==> src/rtl/multicycle_control.sv <==
// Main control FSM for the multicycle datapath. Walks each instruction
// through fetch/decode/execute/memory/writeback, drives every datapath
// enable and mux select, stalls on the memory-ready handshake, flags
// unsupported opcodes and counts retired instructions.
//
// Handshake: mem_ready is a completion strobe from memory. A memory state
// (FETCH, MEMRD, MEMWR) holds with constant outputs while mem_ready=0, and
// the access completes on the rising edge at which mem_ready=1. No
// back-pressure flows to memory; memread/memwrite simply stay asserted.
module multicycle_control #(
  parameter int CNT_W       = 32,
  parameter int MEM_WAIT_EN = 1
) (
  input  logic             clk,
  input  logic             rst,
  input  logic [5:0]       opcode,
  input  logic             mem_ready,
  output logic             pcwrite,
  output logic             pcwritecond,
  output logic             iord,
  output logic             memread,
  output logic             memwrite,
  output logic             irwrite,
  output logic             memtoreg,
  output logic             regdst,
  output logic             regwrite,
  output logic             alusrca,
  output logic [1:0]       alusrcb,
  output logic [1:0]       pcsource,
  output logic [1:0]       aluop,
  output logic             illegal_op,
  output logic [3:0]       state,
  output logic [CNT_W-1:0] retired
);

  typedef enum logic [3:0] {
    FETCH  = 4'd0,
    DECODE = 4'd1,
    MEMADR = 4'd2,
    MEMRD  = 4'd3,
    MEMWB  = 4'd4,
    MEMWR  = 4'd5,
    EXEC   = 4'd6,
    RWB    = 4'd7,
    BRANCH = 4'd8,
    JUMP   = 4'd9,
    ADDIEX = 4'd10,
    ADDIWB = 4'd11
  } state_t;

  localparam logic [5:0] OP_R    = 6'b000000;
  localparam logic [5:0] OP_LW   = 6'b100011;
  localparam logic [5:0] OP_SW   = 6'b101011;
  localparam logic [5:0] OP_BEQ  = 6'b000100;
  localparam logic [5:0] OP_J    = 6'b000010;
  localparam logic [5:0] OP_ADDI = 6'b001000;

  state_t cur_state;
  state_t next_state;
  logic   rdy;
  logic   retire;

  // With waiting disabled, memory is assumed to finish every access at once.
  assign rdy   = (MEM_WAIT_EN == 0) ? 1'b1 : mem_ready;
  assign state = cur_state;

  // State register; reset parks the machine in FETCH.
  always_ff @(posedge clk or posedge rst) begin
    if (rst) cur_state <= FETCH;
    else     cur_state <= next_state;
  end

  // Next-state and Moore output decode; everything held at 0 while in reset.
  always_comb begin
    next_state  = cur_state;
    retire      = 1'b0;
    pcwrite     = 1'b0;
    pcwritecond = 1'b0;
    iord        = 1'b0;
    memread     = 1'b0;
    memwrite    = 1'b0;
    irwrite     = 1'b0;
    memtoreg    = 1'b0;
    regdst      = 1'b0;
    regwrite    = 1'b0;
    alusrca     = 1'b0;
    alusrcb     = 2'b00;
    pcsource    = 2'b00;
    aluop       = 2'b00;
    illegal_op  = 1'b0;
    case (cur_state)
      FETCH: begin
        memread = 1'b1;
        alusrcb = 2'b01;
        irwrite = rdy;
        pcwrite = rdy;
        if (rdy) next_state = DECODE;
      end
      DECODE: begin
        alusrcb = 2'b11;
        case (opcode)
          OP_LW, OP_SW: next_state = MEMADR;
          OP_R:         next_state = EXEC;
          OP_BEQ:       next_state = BRANCH;
          OP_J:         next_state = JUMP;
          OP_ADDI:      next_state = ADDIEX;
          default: begin
            illegal_op = 1'b1;
            next_state = FETCH;
          end
        endcase
      end
      MEMADR: begin
        alusrca = 1'b1;
        alusrcb = 2'b10;
        // Only lw/sw reach here; anything else is abandoned without retiring.
        if (opcode == OP_LW)      next_state = MEMRD;
        else if (opcode == OP_SW) next_state = MEMWR;
        else                      next_state = FETCH;
      end
      MEMRD: begin
        memread = 1'b1;
        iord    = 1'b1;
        if (rdy) next_state = MEMWB;
      end
      MEMWB: begin
        regwrite   = 1'b1;
        memtoreg   = 1'b1;
        retire     = 1'b1;
        next_state = FETCH;
      end
      MEMWR: begin
        memwrite = 1'b1;
        iord     = 1'b1;
        if (rdy) begin
          retire     = 1'b1;
          next_state = FETCH;
        end
      end
      EXEC: begin
        alusrca    = 1'b1;
        aluop      = 2'b01;
        next_state = RWB;
      end
      RWB: begin
        regwrite   = 1'b1;
        regdst     = 1'b1;
        retire     = 1'b1;
        next_state = FETCH;
      end
      BRANCH: begin
        alusrca     = 1'b1;
        aluop       = 2'b10;
        pcwritecond = 1'b1;
        pcsource    = 2'b01;
        retire      = 1'b1;
        next_state  = FETCH;
      end
      JUMP: begin
        pcwrite    = 1'b1;
        pcsource   = 2'b10;
        retire     = 1'b1;
        next_state = FETCH;
      end
      ADDIEX: begin
        alusrca    = 1'b1;
        alusrcb    = 2'b10;
        next_state = ADDIWB;
      end
      ADDIWB: begin
        regwrite   = 1'b1;
        retire     = 1'b1;
        next_state = FETCH;
      end
      default: next_state = FETCH;
    endcase
    if (rst) begin
      retire      = 1'b0;
      pcwrite     = 1'b0;
      pcwritecond = 1'b0;
      iord        = 1'b0;
      memread     = 1'b0;
      memwrite    = 1'b0;
      irwrite     = 1'b0;
      memtoreg    = 1'b0;
      regdst      = 1'b0;
      regwrite    = 1'b0;
      alusrca     = 1'b0;
      alusrcb     = 2'b00;
      pcsource    = 2'b00;
      aluop       = 2'b00;
      illegal_op  = 1'b0;
    end
  end

  // Retired-instruction counter, wraps naturally at 2^CNT_W.
  always_ff @(posedge clk or posedge rst) begin
    if (rst)         retired <= '0;
    else if (retire) retired <= retired + CNT_W'(1);
  end

endmodule

==> config.mk <==
export PLATFORM = sky130hd
export DESIGN_NAME = multicycle_control
export DESIGN_NICKNAME = d
export VERILOG_FILES = /design/src/rtl/multicycle_control.sv
export SDC_FILE = /design/constraint.sdc
export NUM_CORES = 1
export LEC_CHECK = 0
export BUFFER_PORTS_ARGS = -buffer_cell sky130_fd_sc_hd__buf_2
export CORE_ASPECT_RATIO = 0.7
export CORE_UTILIZATION = 51
export CTS_BUF_LIST = sky130_fd_sc_hd__clkbuf_4 sky130_fd_sc_hd__clkbuf_8 sky130_fd_sc_hd__clkbuf_16
export CTS_CLUSTER_SIZE = 28
export DETAILED_ROUTE_END_ITERATION = 10
export GPL_TIMING_DRIVEN = 0
export PLACE_DENSITY = 0.85
export SLEW_MARGIN = 20
export SYNTH_ARGS = -nofsm -noshare
export SYNTH_HDL_FRONTEND = slang
export SYNTH_SLANG_ARGS = --single-unit
==> constraint.sdc <==
create_clock -name clk -period 2.1 [get_ports clk]
set_clock_uncertainty 0.2 [all_clocks]
set_input_delay 0.21 -clock clk [delete_from_list [all_inputs] [get_ports clk]]
set_output_delay 0.21 -clock clk [all_outputs]
set_load 0.005 [all_outputs]
**After elaboration in Yosys (flattened, before gate mapping)**

Index checks and enable logic that the tools add are counted.

- Add/sub/neg operators: 1
- $mul: 0
- Div/mod/pow operators: 0
- Order comparisons: 0
- Eq/ne operators: 19
- Shifts and indexed selects: 0
- Muxes and demuxes: 39
- Bitwise logic cells: 0
- Reductions and logical operators: 11

Operator list:

| cell | count |
|---|---|
| adder 32 x 1 -> 32 bit (second input constant) | 1 |
| case mux 4 bit (7 select lines) | 1 |
| two-way mux 1 bit | 24 |
| case mux 4 bit (5 select lines) | 1 |
| == test 4 x 3 -> 1 bit (second input constant) | 4 |
| == test 4 bit (second input constant) | 4 |
| == test 6 bit (second input constant) | 2 |
| two-way mux 4 bit | 3 |
| == test 4 x 2 -> 1 bit (second input constant) | 2 |
| case mux 2 bit (2 select lines) | 2 |
| OR reduction 2 bit | 4 |
| == test 6 x 2 -> 1 bit (second input constant) | 1 |
| == test 6 x 3 -> 1 bit (second input constant) | 1 |
| == test 6 x 4 -> 1 bit (second input constant) | 1 |
| zero test 6 bit | 1 |
| two-way mux 2 bit | 3 |
| two-way mux 3 bit | 2 |
| inequality test 2 bit (second input constant) | 3 |
| case mux 2 bit (3 select lines) | 1 |
| OR reduction 6 bit | 1 |
| OR reduction 5 bit | 1 |
| == test 4 x 1 -> 1 bit (second input constant) | 1 |
| zero test 4 bit | 1 |
| case mux 1 bit (2 select lines) | 2 |
| 3 further kinds | 3 |

- Register bits after elaboration: 36
- Latch bits: 0
- Bits in writable memories: 0
- ROM bits: 0
- Bits of input ports: 9
- Output and inout bits: 53
- Logic and storage cells: 72
- Memories: 0

**Depth between registers and ports, before layout**

- Depth in word-level cells: 5
- Gate-level depth with buffers: 6
- Gate-level depth less buffers: 5

**Worst setup path after synthesis**

No wires, ideal clock.

- Path type: input-to-reg
- Start point: in rst
- End point: reg retired[28]
- Library setup time: 0.123 ns
- Arrival: 2.224 ns
- Required time: 1.777 ns
- Slack: -0.447 ns
- Cell stages on the path: 5
- Path buffers: 0
- Cells stage by stage: inv_1 > nand2_1 > nor4b_4 > nand4_1 > xnor2_1

- Longest elaborated chain between the ends: 1

RTL lines:

| item | RTL line | source |
|---|---|---|
| from (decl) | 15 | `input logic rst,` |
| two-way mux 1 bit | 177 | `if (rst) begin` |
| to (signal assigned) | 199 | `else if (retire) retired <= retired + CNT_W'(1);` |
| to (decl) | 33 | `output logic [CNT_W-1:0] retired` |

Every way passes these cells.
A chain may end at the register's enable or synchronous reset.

**Worst setup path after layout**

- Start point: reg cur_state[1], in the netlist state[1]
- End point: out pcsource[0]

- Longest elaborated chain between the ends: 3
- Elaborated cells between the ends (all ways): 4
- Those cells by class: eq/ne: 2; mux: 2

RTL lines:

| item | RTL line | source |
|---|---|---|
| from (decl) | 58 | `state_t cur_state;` |
| from (signal assigned) | 70 | `else cur_state <= next_state;` |
| == test 4 bit | 91 | `case (cur_state)` |
| case mux 2 bit (2 select lines) * | 91 |  |
| two-way mux 2 bit * | 177 |  |
| to (decl) | 29 | `output logic [1:0] pcsource,` |

Mark *: on every way between the ends. The rest lies on a longest branch, timed or not.

==> results_dict.tcl <==
set metrics [dict create \
    status "finished, final reports clean" \
    drtIter0Drc 132 \
    worstPathArrival_ps 1600 \
    layout.area.seq_um2 903.4 \
    synth_warnings 0 \
    critPathLaunchType "register" \
    power_mw 1.785 \
    ant_nets 0 \
    p_per_area_nw_per_um2 688.8 \
    num-fill-cells 302 \
    hpwl_mm 3.457 \
    synth-main-ff-cell "dfrtp_1" \
    num_vias 1886 \
    clk_latency_ps 280 \
    die_area_um2 4275 \
    min_path_type "in2reg" \
    cts_tree "done" \
    start_util_pct 55.76 \
    final_hold_viol_count 0 \
    syn-cell-area_um2 2047 \
    grt_usage_pct 24.17 \
    crit_required_ps 1690 \
    htree_num_levels 2 \
    synth_compound_area_share_pct 6.540 \
    final_nets 289 \
    cts_sinks 36 \
    final_common_cell "buf_2" \
    core_area_um2 3671 \
    synth_area_per_cell_um2 9.889 \
    post-route-period-util_pct 95.73 \
    setup_viol 0 \
    avgViaCountPerCell 5.733 \
    grt_start_max_net_pins 20 \
    grt_pass1_wl_mm 7.776 \
    ys_seq_area_share_pct 44.01 \
    critPathCaptureType "output pin" \
    wl_mm 4.861 \
    syn_nets 217 \
    fp.dieH_um 55.01 \
    mostFrequentLayoutCells "63 x buf_2, 34 x dfrtp_1, 30 x xnor2_1, 19 x nand3_1, 14 x nand2_1" \
    gr-total-overflow 0 \
    ir_drop_mv 0.5153 \
    synth_edf_count 0 \
    antenna_found_initial 0 \
    drv_cap 0 \
    rows 18 \
    synth_async_sr_flop_share_pct 100.0 \
    clkTransAtPathRegs_ps 60 \
    crit_type "reg2out" \
    yosys.area_share.simple_pct 30.20 \
    die_x_um 77.72 \
    synthMuxAreaShare_pct 1.039 \
    dpl_cell_area_um2 2414 \
    synth_seq_cells 36 \
    first_pass_iters 4 \
    gp_congestion 0.9495 \
    fmax_mhz 497.4 \
    synth_cells 207 \
    tightest_slew_ps 834.5 \
    root_buffer "clkbuf_8" \
    slew_headroom_pct 44.06 \
    post-route-util_pct 70.59 \
    n_antenna_cell 0 \
    drive_gt1_share_pct 35.48 \
    synth_top_family_by_area "simple AND/OR/NAND/NOR gates" \
    multi_input_area_um2 1116 \
    clockBufferDepth 2 \
    maxSlewViolCount 0 \
    grt_pass1_vias 1581 \
    wl_per_cell_um 14.78 \
    io_buffers 60 \
    rsz0062_at_grt "yes" \
    syn_to_final_growth_pct 26.59 \
    synth_cell_types 45 \
    fin_area_um2 2591 \
    num_io_pins 62 \
    reg2reg_slack_ps 110 \
    cts_buffers 5 \
    crit_fanout 10 \
    synthAdderAreaFrac_pct 1.100 \
    synth-xor-area-share_pct 14.12 \
    leakage_nw 1.259 \
    fin_crit_ps 2010 \
    drc 0 \
]
## layer usage
metal / track usage (%) / part of all wire (%) / up-vias
li1: - / - / 891
met1: 33.95 / 48 / 908
met2: 36.28 / 45 / 79
met3: 5.902 / 6.4 / 8
met4: 9.748 / 1.3 / 0
met5: 0 / 0 / -
## sequential cells by signal, summed over array words and instances (netlist names)
signal   flops
retired     32
state        4
## worst max-delay path: stages, from the launching register on
cell and delay (ps):
dfrtp_1 380, buf_2 190, buf_2 210, nor4_2 300, buf_4 150, buf_2 100
## logic make-up (layout without fill, tap and decap cells)
group,count (synthesis),in the layout
simple gates,103,103
mux,2,2
flops,36,36
xor+xnor,33,33
fa+ha+maj,2,2
buf+inv,13,85
compound gates,18,18
## final timing paths
kind                             start           to  cells after the start
max reg2reg                retired[11]  retired[20]                      6
max in group asynchronous          rst   retired[8]                      3
min in group asynchronous          rst  retired[28]                      3
min                          opcode[4]     state[3]                      4
max                           state[1]  pcsource[0]                      5
min reg2reg                retired[29]  retired[29]                      1
## Yosys cell counts (2+ instances only)
| cell | count | area (µm²) |
|---|---|---|
| a21oi_1 | 3 | 15.01 |
| and3_1 | 7 | 43.79 |
| and4_1 | 4 | 35.03 |
| buf_1 | 2 | 7.510 |
| clkbuf_1 | 5 | 18.77 |
| dfrtp_1 | 36 | 900.9 |
| inv_1 | 3 | 11.26 |
| nand2_1 | 16 | 60.06 |
| nand2b_1 | 5 | 31.28 |
| nand3_1 | 19 | 95.09 |
| nand4_1 | 8 | 50.05 |
| nor2_1 | 12 | 45.04 |
| nor2b_1 | 2 | 12.51 |
| nor3_1 | 6 | 30.03 |
| nor4_1 | 10 | 62.56 |
| nor4_4 | 2 | 42.54 |
| nor4b_1 | 2 | 17.52 |
| o21ai_0 | 3 | 15.01 |
| o31ai_1 | 2 | 15.01 |
| or2_2 | 4 | 25.02 |
| xnor2_1 | 30 | 262.8 |
| xor2_1 | 3 | 26.28 |
## where the power goes
| group | switching [mW] | leakage (nW) | total, mW | internal (mW) |
|---|---|---|---|---|
| Clock | 0.226 | 0.0503 | 0.517 | 0.292 |
| Combinational | 0.268 | 0.714 | 0.466 | 0.197 |
| Sequential | 0.0662 | 0.494 | 0.802 | 0.735 |
## layout make-up
type / count / share of cell area (%)
multi-input combinational: 158 / 43.07
sequential: 36 / 34.86
timing repair buffer: 65 / 13.23
clock buffer: 7 / 3.718
tap: 50 / 2.414
buffer: 9 / 1.931
inverter: 3 / 0.5794
timing repair inverter: 1 / 0.1931
## timing repair
action                                  CTS  global route
endpoints found under the setup margin   30            24
cloned                                    1             0
pin swaps                                 3             1
endpoints found under the hold margin    36             0
gates resized for setup                   5            11
hold buffers                              2             0
buffers inserted                          2             1
## metrics by stage
step	setup TNS [ps]	instances	setup WS, ps	hold WS, ps
after floorplan	0	207	66.27	-28.29
after global placement	-11620	317	-483.6	217.5
after detailed placement	-12860	317	-521.3	227.5
after CTS	0	329	2.178	131.6
after global routing	-19.60	329	-10.91	156.3
final	0	329	89.68	143.9
No activity file was read; power rests on OpenSTA's default activity.
